--- src/rtl/pipeline_hazard_ctrl.sv ---
// pipeline_hazard_ctrl: hazard FSM, pipeline-register enables/flushes and EX/WB forwarding for a 3-stage pipeline
// Ports:
//   clk            falling edge updates the FSM, on the same edge as the pipeline registers
//   reset          asynchronous, active-high; returns the FSM to RUN with cnt=0
//   freeze         global hold: every write enable drops and the FSM holds
//   idRs/idRt/idUsesRs/idUsesRt                   source fields of the ID instruction
//   exRs/exRt/exRd/exRegWrite/exLoad/exBranchTaken fields held in ID/EX
//   wbRd/wbRegWrite                               destination held in EX/WB
//   pcWrite, ifidWrite/ifidFlush, idexWrite/idexFlush, exwbWrite  pipeline control
//   fwdA/fwdB      EX operand taken from the EX/WB result
//   hazState       00 RUN, 01 STALL, 10 FLUSH
// Optional HAZARD_PERF_CNT_EN: adds saturating stallCount/flushCount outputs.
module pipeline_hazard_ctrl #(
  parameter int LOAD_LATENCY = 1,
  parameter int FLUSH_CYCLES = 1
) (
  input  logic       clk,
  input  logic       reset,
  input  logic       freeze,
  input  logic [2:0] idRs,
  input  logic [2:0] idRt,
  input  logic       idUsesRs,
  input  logic       idUsesRt,
  input  logic [2:0] exRs,
  input  logic [2:0] exRt,
  input  logic [2:0] exRd,
  input  logic       exRegWrite,
  input  logic       exLoad,
  input  logic       exBranchTaken,
  input  logic [2:0] wbRd,
  input  logic       wbRegWrite,
  output logic       pcWrite,
  output logic       ifidWrite,
  output logic       ifidFlush,
  output logic       idexWrite,
  output logic       idexFlush,
  output logic       exwbWrite,
  output logic       fwdA,
  output logic       fwdB,
  output logic [1:0] hazState
`ifdef HAZARD_PERF_CNT_EN
  ,
  output logic [15:0] stallCount,
  output logic [15:0] flushCount
`endif
);
  localparam logic [1:0] RUN = 2'b00;
  localparam logic [1:0] STALL = 2'b01;
  localparam logic [1:0] FLUSH = 2'b10;
  localparam logic [2:0] LL_CNT = 3'(LOAD_LATENCY - 1);
  localparam logic [2:0] FC_CNT = 3'(FLUSH_CYCLES - 1);
  logic [1:0] state_q, state_d;
  logic [2:0] cnt_q, cnt_d;
  logic load_use, in_run, stall, flush;
  assign load_use = exLoad & exRegWrite &
                    ((idUsesRs & (idRs == exRd)) | (idUsesRt & (idRt == exRd)));
  // the unused encoding 11 behaves as RUN
  assign in_run = (state_q == RUN) || (state_q == 2'b11);
  // a taken branch outranks a load-use hazard; in STALL the EX bubble makes the branch irrelevant
  assign flush = (state_q == FLUSH) || (in_run && exBranchTaken);
  assign stall = (state_q == STALL) || (in_run && !exBranchTaken && load_use);
  always_ff @(negedge clk or posedge reset)
    if (reset) begin
      state_q <= RUN;
      cnt_q <= '0;
    end else begin
      state_q <= state_d;
      cnt_q <= cnt_d;
    end
  always_comb begin
    state_d = state_q;
    cnt_d = cnt_q;
    if (!freeze)
      case (state_q)
        RUN:
          if (exBranchTaken) begin
            state_d = FLUSH_CYCLES > 1 ? FLUSH : RUN;
            cnt_d = FC_CNT;
          end else if (load_use) begin
            state_d = LOAD_LATENCY > 1 ? STALL : RUN;
            cnt_d = LL_CNT;
          end
        STALL, FLUSH: begin
          cnt_d = cnt_q - 3'd1;
          state_d = cnt_q <= 3'd1 ? RUN : state_q;
        end
        default: begin
          state_d = RUN;
          cnt_d = '0;
        end
      endcase
  end
  always_comb begin
    pcWrite = !freeze && !stall;
    ifidWrite = !freeze && !stall;
    ifidFlush = !freeze && flush;
    idexWrite = !freeze;
    idexFlush = !freeze && (stall || flush);
    exwbWrite = !freeze;
    fwdA = wbRegWrite && (wbRd == exRs);
    fwdB = wbRegWrite && (wbRd == exRt);
    hazState = state_q;
  end
`ifdef HAZARD_PERF_CNT_EN
  logic [15:0] stall_cnt_q, stall_cnt_d, flush_cnt_q, flush_cnt_d;
  always_comb begin
    stall_cnt_d = (!freeze && !pcWrite && !(&stall_cnt_q)) ? stall_cnt_q + 16'd1 : stall_cnt_q;
    flush_cnt_d = (ifidFlush && !(&flush_cnt_q)) ? flush_cnt_q + 16'd1 : flush_cnt_q;
  end
  always_ff @(negedge clk or posedge reset)
    if (reset) begin
      stall_cnt_q <= '0;
      flush_cnt_q <= '0;
    end else begin
      stall_cnt_q <= stall_cnt_d;
      flush_cnt_q <= flush_cnt_d;
    end
  assign stallCount = stall_cnt_q;
  assign flushCount = flush_cnt_q;
`endif
endmodule
--- config.mk ---
export PLATFORM = sky130hd
export DESIGN_NAME = pipeline_hazard_ctrl
export DESIGN_NICKNAME = d
export VERILOG_FILES = /design/src/rtl/pipeline_hazard_ctrl.sv
export SDC_FILE = /design/constraint.sdc
export NUM_CORES = 1
export LEC_CHECK = 0
export ABC_AREA = 1
export CAP_MARGIN = 20
export CORE_AREA = 5 5 42 44
export DETAILED_ROUTE_END_ITERATION = 6
export DIE_AREA = 0 0 47 49
export PLACE_DENSITY = 0.66
export SYNTH_ARGS = -nofsm -noshare
export SYNTH_HDL_FRONTEND = slang
export SYNTH_SLANG_ARGS = --single-unit
--- constraint.sdc ---
create_clock -name clk -period 3.1 [get_ports clk]
set_input_delay 0.775 -clock clk [delete_from_list [all_inputs] [get_ports clk]]
set_output_delay 0.775 -clock clk [all_outputs]
set_load 0.02 [all_outputs]
==> metrics.cfg <==
[global_route]
grt_pass1_vias=353
grt_start_max_net_pins=6
overflow=0
antenna_found_initial=0
grt.total_usage_pct=7.72
grt_pass1_wl_um=1420

[floorplan]
rows=14
die_h_um=49
die_area_sq_um=2300
core_area_sq_um=1400
chipWidth_um=47
ios=37
initial_utilization_pct=19.7

[drt]
wl_per_cell_um=8.90
drc=0
drtAntennaViolNets=0
vias=425
vias_per_cell=3.94
first_pass_iters=4
dr.first_iter.drc_count=2
drt_wl_total_um=961

[status]
outcome=completed

[cts]
ctsHoldBuffers=0
cts_setup_buffers=0

[placement]
dp_hpwl_um=860
port_buffers=33
dp_cells=108
place.gp.congestion=0.764

[worst_hold_path]
worstHoldStart=wbRegWrite
min_to=fwdA
whs_path_depth=4
holdCritPathClass=in2out

[critical_path]
crit_path_end_kind=output port
critPathKind=in2out
cp_max_fo=2
cp.required_ps=2320
crit_arrival_ps=2200
start_kind=primary input

[pwr]
p_total_mw=0.0795
ir_worst_vdd_uv=52.7
power_density_nw_per_um2=133
p_leak_nw=0.335

[timing]
hold_viol_final=0
max_freq_mhz=336
layout_min_cycle_time_ps=2970
rsz0062_at_grt=false
finalCritPeriodShare_pct=95.9
drv_slew=0
worst_hold_slack_ps=2310
finalSetupViolCount=0

[synthesis]
yosysUniqueCellTypes=14
yosysWarnings=0
yosys.area_share.simple_pct=57.0
synthAdderAreaFrac_pct=0
synthTopCellsByCount=26 x nand2_1, 8 x inv_1, 7 x nor2_1
yosysMostFrequentCell=nand2_1
avgSynthCellArea_sq_um=4.46
synth_top_family_by_area=simple AND/OR/NAND/NOR gates
syn-instance-count=62
synth_top_area_share_pct=35.3
synthMuxAreaShare_pct=0
ys_top_cells_by_area=nand2_1 35%, buf_4 11%, inv_1 11%
synth-xor-area-share_pct=6.33
yosysTopAreaCell=nand2_1
synth_compound_area_share_pct=6.79
synth_area_sq_um=277
ys_seq_area_share_pct=0

[cells_and_area]
clkbuf_count=0
antenna_cells=0
area_growth_pct=117
fillers=166
layout-drive-gt1-share_pct=6.52
seqCellArea_sq_um=0
final_cells=108
nets=121
seq_cells=0

[flow_run]
maxCapViolCount=0

final cells by class:
class                      instances  area, sq um  share of cell area, %
inverter                          13         48.8                   8.14
tap                               16         20.0                   3.34
timing repair buffer              33          329                   54.9
multi-input combinational         46          201                   33.6
critical path, cell delays in order:
cell             delay (ps)
clkdlybuf4s50_1         450
xor2_1                  170
nor3_1                  170
clkdlybuf4s50_1         640
how the worst max path moves through the flow:
stage	startpoint	endpoint	slack, ps	cells after the start
after floorplan	wbRd[0]	fwdA	700	3
after global placement	exRd[1]	idexFlush	-60	10
after detailed placement	exRd[1]	idexFlush	-80	10
after CTS	wbRd[0]	fwdA	8	5
after global routing	exRd[2]	ifidWrite	10	11
final	wbRd[2]	fwdB	130	4
per-stage QoR:
stage	setup TNS [ps]	area, sq um	utilization (%)	setup WS, ps
final	0	599	42.8	126
after global routing	0	599	42.8	14.8
after CTS	0	597	42.6	7.68
after detailed placement	-161	601	42.9	-80.1
after global placement	-122	601	42.9	-57.3
after floorplan	0	280	-	705
timing repair:
item	in CTS	in global routing
setup endpoints to repair	3	1
gates resized for setup	3	1
hold endpoints to repair	0	0
power by group:
part	leakage [nW]	total [mW]	switching (mW)	internal (mW)
logic	0.335	0.0795	0.0342	0.0453
clock network	0	0	0	0
registers	0	0	0	0
cells by family (layout without fill, tap and decap cells):
| logic type | Yosys count | count (layout) |
|---|---|---|
| AND/OR/NAND/NOR | 39 | 39 |
| buffers and inverters | 17 | 46 |
| AO/OA/AOI/OAI | 3 | 3 |
| XOR/XNOR | 2 | 2 |
| other | 1 | 2 |
placed cells by master (no fill, tap or decap):
master	count
o21ai_0	2
xor2_1	2
inv_1	8
dlymetal6s2s_1	1
clkdlybuf4s50_1	29
conb_1	2
nor3_1	1
a22o_1	1
dlygate4sd2_1	3
nand2_2	1
nand3_1	2
nor2_1	7
inv_2	5
nor4_1	1
nand2_1	26
or2_1	1
metal layers:
layer	wire [um]	GRT usage (%)
met2	548	15.6
met5	0	0
met3	63	0
met4	0	0
met1	349	8.91
Note: power is estimated with default switching activity, not from simulation.
